$ cat src/rtl/qpu_timed_event_queue_if.sv
// Write port of the timed event queue: the wbck stage pushes timestamped
// event bundles, the queue answers with i_rdy.
interface qpu_timed_event_queue_if #(
   parameter int CH = 4,
   parameter int EW = 16,
   parameter int TW = 16
);
   logic                   i_vld;
   logic                   i_rdy;
   logic [TW-1:0]          i_ts;
   logic [CH-1:0]          i_mask;
   logic [CH-1:0][1:0]     i_cond;
   logic [CH-1:0][EW-1:0]  i_dat;

   modport master (output i_vld, i_ts, i_mask, i_cond, i_dat, input i_rdy);
   modport slave  (input i_vld, i_ts, i_mask, i_cond, i_dat, output i_rdy);
endinterface

$ cat src/rtl/qpu_timed_event_queue.sv
// Timestamped event queue: a circular buffer of event bundles released onto
// CH channels when a local timeline reaches each bundle's timestamp.
module qpu_timed_event_queue #(
   parameter int CH             = 4,
   parameter int EW             = 16,
   parameter int TW             = 16,
   parameter int DP             = 8,
   parameter bit STALL_ON_EMPTY = 1'b1,
   localparam int AW            = $clog2(DP),
   localparam int CW            = AW + 1
) (
   input  logic                   clk,
   input  logic                   rst_n,
   input  logic                   i_start,
   input  logic                   i_stop,
   qpu_timed_event_queue_if.slave wr,
   input  logic [CH-1:0]          meas_one,
   input  logic [CH-1:0]          meas_zero,
   input  logic [CH-1:0]          meas_equ,
   output logic [CH-1:0]          ev_o_vld,
   output logic [CH-1:0][EW-1:0]  ev_o_dat,
   output logic [TW-1:0]          timer,
   output logic [CW-1:0]          count,
   output logic                   o_empty,
   output logic                   err_late
);

   typedef struct packed {
      logic [TW-1:0]         ts;
      logic [CH-1:0]         mask;
      logic [CH-1:0][1:0]    cond;
      logic [CH-1:0][EW-1:0] dat;
   } entry_t;

   typedef enum logic [1:0] {S_IDLE, S_RUN, S_STALL} state_t;

   state_t                state_q, state_d;
   logic [TW-1:0]         timer_q, timer_d;
   logic [CW-1:0]         count_q, count_d;
   logic [AW-1:0]         wptr_q, wptr_d;
   logic [AW-1:0]         rptr_q, rptr_d;
   logic                  err_late_q, err_late_d;
   entry_t                mem_q [DP];
   entry_t                mem_d [DP];
   logic [CH-1:0]         ev_vld_q, ev_vld_d;
   logic [CH-1:0][EW-1:0] ev_dat_q, ev_dat_d;

   entry_t        head;
   entry_t        wr_entry;
   logic [TW-1:0] diff;
   logic          full, empty, push, fire, late;
   logic [CH-1:0] cond_ok;

   assign full  = (count_q == CW'(DP));
   assign empty = (count_q == '0);
   assign push  = wr.i_vld && !full;
   assign head  = mem_q[rptr_q];

   // Late means the head lies up to half the timeline behind the timer;
   // anything further back is read as a future timestamp after wrap.
   assign diff = timer_q - head.ts;
   assign late = (diff != '0) && !diff[TW-1];
   assign fire = (state_q == S_RUN) && !empty && ((diff == '0) || late);

   assign wr_entry = '{ts: wr.i_ts, mask: wr.i_mask, cond: wr.i_cond, dat: wr.i_dat};

   always_comb begin
      state_d    = state_q;
      timer_d    = timer_q;
      err_late_d = err_late_q | (fire & late);
      if (i_start) begin
         state_d    = S_RUN;
         timer_d    = '0;
         err_late_d = 1'b0;
      end else begin
         case (state_q)
            S_IDLE: ;
            S_RUN: begin
               if (i_stop)                       state_d = S_IDLE;
               else if (STALL_ON_EMPTY && empty) state_d = S_STALL;
               else                              timer_d = timer_q + 1'b1;
            end
            S_STALL: begin
               if (i_stop)      state_d = S_IDLE;
               else if (!empty) state_d = S_RUN;
            end
            default: state_d = S_IDLE;
         endcase
      end
   end

   always_comb begin
      mem_d = mem_q;
      if (push) mem_d[wptr_q] = wr_entry;
      wptr_d  = wptr_q + AW'(push);
      rptr_d  = rptr_q + AW'(fire);
      count_d = count_q + CW'(push) - CW'(fire);
   end

   // Per-channel gating uses the measurement inputs of the fire cycle.
   always_comb begin
      cond_ok  = '0;
      ev_vld_d = '0;
      ev_dat_d = '0;
      for (int c = 0; c < CH; c++) begin
         case (head.cond[c])
            2'b00:   cond_ok[c] = 1'b1;
            2'b01:   cond_ok[c] = meas_one[c];
            2'b10:   cond_ok[c] = meas_zero[c];
            default: cond_ok[c] = meas_equ[c];
         endcase
         ev_vld_d[c] = fire & head.mask[c] & cond_ok[c];
         if (ev_vld_d[c]) ev_dat_d[c] = head.dat[c];
      end
   end

   always_ff @(posedge clk or negedge rst_n) begin
      if (!rst_n) begin
         state_q    <= S_IDLE;
         timer_q    <= '0;
         count_q    <= '0;
         wptr_q     <= '0;
         rptr_q     <= '0;
         err_late_q <= 1'b0;
         ev_vld_q   <= '0;
         ev_dat_q   <= '0;
         for (int i = 0; i < DP; i++) mem_q[i] <= '0;
      end else begin
         state_q    <= state_d;
         timer_q    <= timer_d;
         count_q    <= count_d;
         wptr_q     <= wptr_d;
         rptr_q     <= rptr_d;
         err_late_q <= err_late_d;
         ev_vld_q   <= ev_vld_d;
         ev_dat_q   <= ev_dat_d;
         mem_q      <= mem_d;
      end
   end

   assign wr.i_rdy  = !full;
   assign ev_o_vld  = ev_vld_q;
   assign ev_o_dat  = ev_dat_q;
   assign timer     = timer_q;
   assign count     = count_q;
   assign o_empty   = empty;
   assign err_late  = err_late_q;

endmodule
$ cat src/flat_wrapper.sv
// flat-port wrapper written by rule: the top's interface ports become plain ports
module qpu_timed_event_queue_flat 
#(
   parameter int CH             = 4,
   parameter int EW             = 16,
   parameter int TW             = 16,
   parameter int DP             = 8,
   parameter bit STALL_ON_EMPTY = 1'b1,
   localparam int AW            = $clog2(DP),
   localparam int CW            = AW + 1
)
  (clk, rst_n, i_start, i_stop, meas_one, meas_zero, meas_equ, ev_o_vld, ev_o_dat, timer, count, o_empty, err_late, wr_i_vld, wr_i_ts, wr_i_mask, wr_i_cond, wr_i_dat, wr_i_rdy);
  qpu_timed_event_queue_if #(.CH(CH), .EW(EW), .TW(TW)) wr_i ();
  input  logic clk;
  input  logic rst_n;
  input  logic i_start;
  input  logic i_stop;
  input  logic [CH-1:0] meas_one;
  input  logic [CH-1:0] meas_zero;
  input  logic [CH-1:0] meas_equ;
  output logic [CH-1:0] ev_o_vld;
  output logic [CH-1:0][EW-1:0] ev_o_dat;
  output logic [TW-1:0] timer;
  output logic [CW-1:0] count;
  output logic o_empty;
  output logic err_late;
  input wire logic [$bits(wr_i.i_vld)-1:0] wr_i_vld;
  input wire logic [$bits(wr_i.i_ts)-1:0] wr_i_ts;
  input wire logic [$bits(wr_i.i_mask)-1:0] wr_i_mask;
  input wire logic [$bits(wr_i.i_cond)-1:0] wr_i_cond;
  input wire logic [$bits(wr_i.i_dat)-1:0] wr_i_dat;
  output wire logic [$bits(wr_i.i_rdy)-1:0] wr_i_rdy;
  assign wr_i.i_vld = wr_i_vld;
  assign wr_i.i_ts = wr_i_ts;
  assign wr_i.i_mask = wr_i_mask;
  assign wr_i.i_cond = wr_i_cond;
  assign wr_i.i_dat = wr_i_dat;
  assign wr_i_rdy = wr_i.i_rdy;
  qpu_timed_event_queue #(.CH(CH), .EW(EW), .TW(TW), .DP(DP), .STALL_ON_EMPTY(STALL_ON_EMPTY)) u_core (.clk(clk), .rst_n(rst_n), .i_start(i_start), .i_stop(i_stop), .wr(wr_i), .meas_one(meas_one), .meas_zero(meas_zero), .meas_equ(meas_equ), .ev_o_vld(ev_o_vld), .ev_o_dat(ev_o_dat), .timer(timer), .count(count), .o_empty(o_empty), .err_late(err_late));
endmodule
$ cat config.mk
export PLATFORM = sky130hd
export DESIGN_NAME = qpu_timed_event_queue_flat
export DESIGN_NICKNAME = d
export VERILOG_FILES = /design/src/rtl/qpu_timed_event_queue_if.sv /design/src/rtl/qpu_timed_event_queue.sv /design/src/flat_wrapper.sv
export SDC_FILE = /design/constraint.sdc
export NUM_CORES = 1
export LEC_CHECK = 0
export BUFFER_PORTS_ARGS = -buffer_cell sky130_fd_sc_hd__clkbuf_2
export CAP_MARGIN = 20
export CORE_UTILIZATION = 45
export CTS_CLUSTER_SIZE = 40
export DETAILED_ROUTE_END_ITERATION = 16
export SKIP_LAST_GASP = 1
export SYNTH_ARGS = -nofsm -noshare
export SYNTH_HDL_FRONTEND = slang
export SYNTH_SLANG_ARGS = --single-unit
$ cat constraint.sdc
create_clock -name clk -period 5.95 [get_ports clk]
set_clock_uncertainty 0.1 [all_clocks]
set_input_delay 0.595 -clock clk [delete_from_list [all_inputs] [get_ports clk]]
set_output_delay 0.595 -clock clk [all_outputs]
set_load 0.02 [all_outputs]
==> results.json <==
{
  "ios": 200,
  "dieArea_um2": 84500,
  "ant_nets": 0,
  "drcViolationCount": 0,
  "path_cells": "mux4_2 > mux2i_1 > ha_1 > a21oi_1 > o21ai_1 > nor2_1 > a21oi_1 > o22ai_1 > xor2_4 > buf_4 > buf_4 > nor4b_1",
  "worstSetupEndpointType": "register",
  "cts_setup_buffers": 0,
  "core_um2": 82200,
  "fillers": 6776,
  "dieHeight_um": 291,
  "crit_family": "buffers and inverters",
  "place_inst": 3465,
  "period_minus_slack_ps": 5110,
  "critPathMaxStageDelay_ps": 780,
  "setup_tns_ps": 0,
  "ir_drop_mv": 0.416,
  "ys_async_sr_fraction_pct": 100,
  "seq_area_frac_synth_pct": 55.6,
  "r2r-start": "u_core.rptr_q[0]",
  "wire_per_inst_um": 24.6,
  "maxSlewViolCount": 0,
  "hold_violations": 14,
  "p_leak_nw": 18.6,
  "achievable-frequency_mhz": 196,
  "violations": "negative hold slack",
  "setup_violations": 0,
  "r2r_slack_ps": 840,
  "cts_tree": "built",
  "track_usage_pct": 21.9,
  "dieWidth_um": 291,
  "status": "finished with violations",
  "dp_hpwl_mm": 51.2,
  "ctsHtreeMaxLevel": 3,
  "synth_seq_cells": 833,
  "num_vias": 20940,
  "slew_headroom_pct": 27.1,
  "synth_area_leaders": "dfrtp_1 (56%), mux2_2 (22%), mux4_2 (11%)",
  "dpl_cell_area_um2": 39600,
  "yosysTopAreaCellShare_pct": 55.6,
  "insertion_delay_ps": 630,
  "clk_path_buf_depth": 3,
  "rsz0062_at_grt": "no",
  "cp_max_fo": 44,
  "post-place-ws_ps": 791,
  "ctsResizeCount": 0,
  "viasPerCell": 5.76,
  "synth-main-ff-cell": "dfrtp_1",
  "cts_made_buffers": 92,
  "reg2reg_depth": 12,
  "ff_latch_area_um2": 20900,
  "yosys.area.top_type": "dfrtp_1",
  "stdcell_count": 3636,
  "synth_common_cells": "dfrtp_1 (833), mux2_2 (736), mux4_2 (184)",
  "grt_pass1_vias": 23210,
  "slowest_stage": "dfrtp_4",
  "power.density_nw_per_um2": 610,
  "setup.worst_path.class": "register to register",
  "post-route-cell-area_um2": 42800,
  "start_util_pct": 45.6,
  "cp-start-kind": "register",
  "synth_nets": 2452,
  "postSynthAreaPerCell_um2": 16.2,
  "crit_arrival_ps": 5480,
  "routed_wl_mm": 89.4,
  "nNetsFinal": 2628,
  "cp.required_ps": 6320,
  "port_buffers": 199,
  "totalPowerFinal_mw": 26.1,
  "first_pass_iters": 5,
  "worst_r2r_endpoint": "u_core.ev_o_dat[49]",
  "synth_cell_types": 52,
  "drv_cap": 0,
  "worst_pin_slew_ps": 1090,
  "antenna_found_initial": 14,
  "gp_congestion": 0.824,
  "drt_iter0_markers": 1141,
  "synthCells": 2313,
  "layout-drive-gt1-share_pct": 53.4,
  "path_clk_slew_ps": 60,
  "clock-sinks": 833,
  "cts_root_buf": "clkbuf_16",
  "period_share_pct": 85.9,
  "synth_most_common_cell": "dfrtp_1",
  "yosysWarningCount": 0,
  "rows": 105,
  "overflow": 0,
  "multiInputGateArea_um2": 15900,
  "grt_first_pass_wirelength_mm": 143,
  "whs_ps": -48.9,
  "grt_max_degree": 160,
  "syn_area_um2": 37500,
  "cts_hold_buffers": 0,
  "areaGrowthSynthToFinish_pct": 14.0,
  "setup_ws_ps": 840,
  "synth_edf_count": 0,
  "cp_num_buf_inv": 2,
  "final_core_util_pct": 52.0,
  "hold_path.class": "input pin to asynchronous set/reset pin"
}
[kinds of logic after synthesis]
family,after synthesis,share of synthesized area (%)
xor gates and xnor gates,24,0.560
muxes,1012,35.7
buffers and inverters,172,2.11
adders and majority gates,30,1.02
DFF,833,55.6
AOI/OAI and AO/OA,51,1.04
and+or+nand+nor,191,3.97
[final cells by class]
| cell class | count | area share, % |
|---|---|---|
| Antenna cell | 5 | 0.0293 |
| Clock buffer | 135 | 6.40 |
| Clock inverter | 31 | 0.983 |
| Inverter | 17 | 0.161 |
| Multi-Input combinational cell | 1308 | 37.3 |
| Sequential cell | 833 | 48.8 |
| Tap cell | 1070 | 3.13 |
| Timing Repair Buffer | 237 | 3.22 |
[cells in the final DEF (no fill, tap or decap), types with 12 or more instances in the layout]
cell type,Yosys,layout
clkinv_2,0,12
nand3_1,13,12
buf_4,4,31
nand2_1,31,30
clkbuf_16,0,94
nor4b_2,29,29
xor2_1,18,17
nor2_1,34,33
mux2_2,736,736
nor3_1,12,12
mux4_2,184,184
ha_1,29,29
nor4b_1,29,29
dfrtp_1,833,831
clkbuf_8,0,23
a21oi_1,13,13
clkbuf_2,0,198
inv_1,17,16
mux2i_1,88,88
clkbuf_1,86,18
[routing by layer]
layer	part of all wire [%]	track usage, %	vias to the layer above	wire, um
li1	-	-	9044	-
met1	45	30.2	11319	40000
met2	48	35.6	415	43300
met3	4.6	4.05	146	4120
met4	2.0	5.88	16	1810
met5	0.12	0	-	107
[where the power goes]
group	leakage (nW)	switching [mW]	internal, mW
Sequential	10.2	1.43	8.38
Clock	1.55	2.30	3.57
Combinational	6.86	4.75	5.65
[flip-flops by register name (all words and copies together), names as in the netlist]
signal,count
u_core.count,4
u_core.err_late,1
u_core.ev_o_dat,64
u_core.ev_o_vld,4
u_core.mem_q,736
u_core.rptr_q,3
u_core.state_q,2
u_core.timer,16
u_core.wptr_q,3
[worst max-delay path by stage]
stage	startpoint	to	slack, ps	cells past startpoint
4_1_cts	u_core.rptr_q[0]	u_core.ev_o_dat[50]	790	12
2_1_floorplan	u_core.rptr_q[0]	u_core.count[2]	650	24
6_report	u_core.rptr_q[0]	u_core.ev_o_dat[49]	840	12
5_1_grt	u_core.rptr_q[0]	u_core.ev_o_dat[53]	510	12
3_5_place_dp	u_core.rptr_q[0]	u_core.ev_o_dat[50]	790	12
3_3_place_gp	u_core.rptr_q[0]	u_core.ev_o_dat[52]	970	12
(Power assumes the default switching activity.)
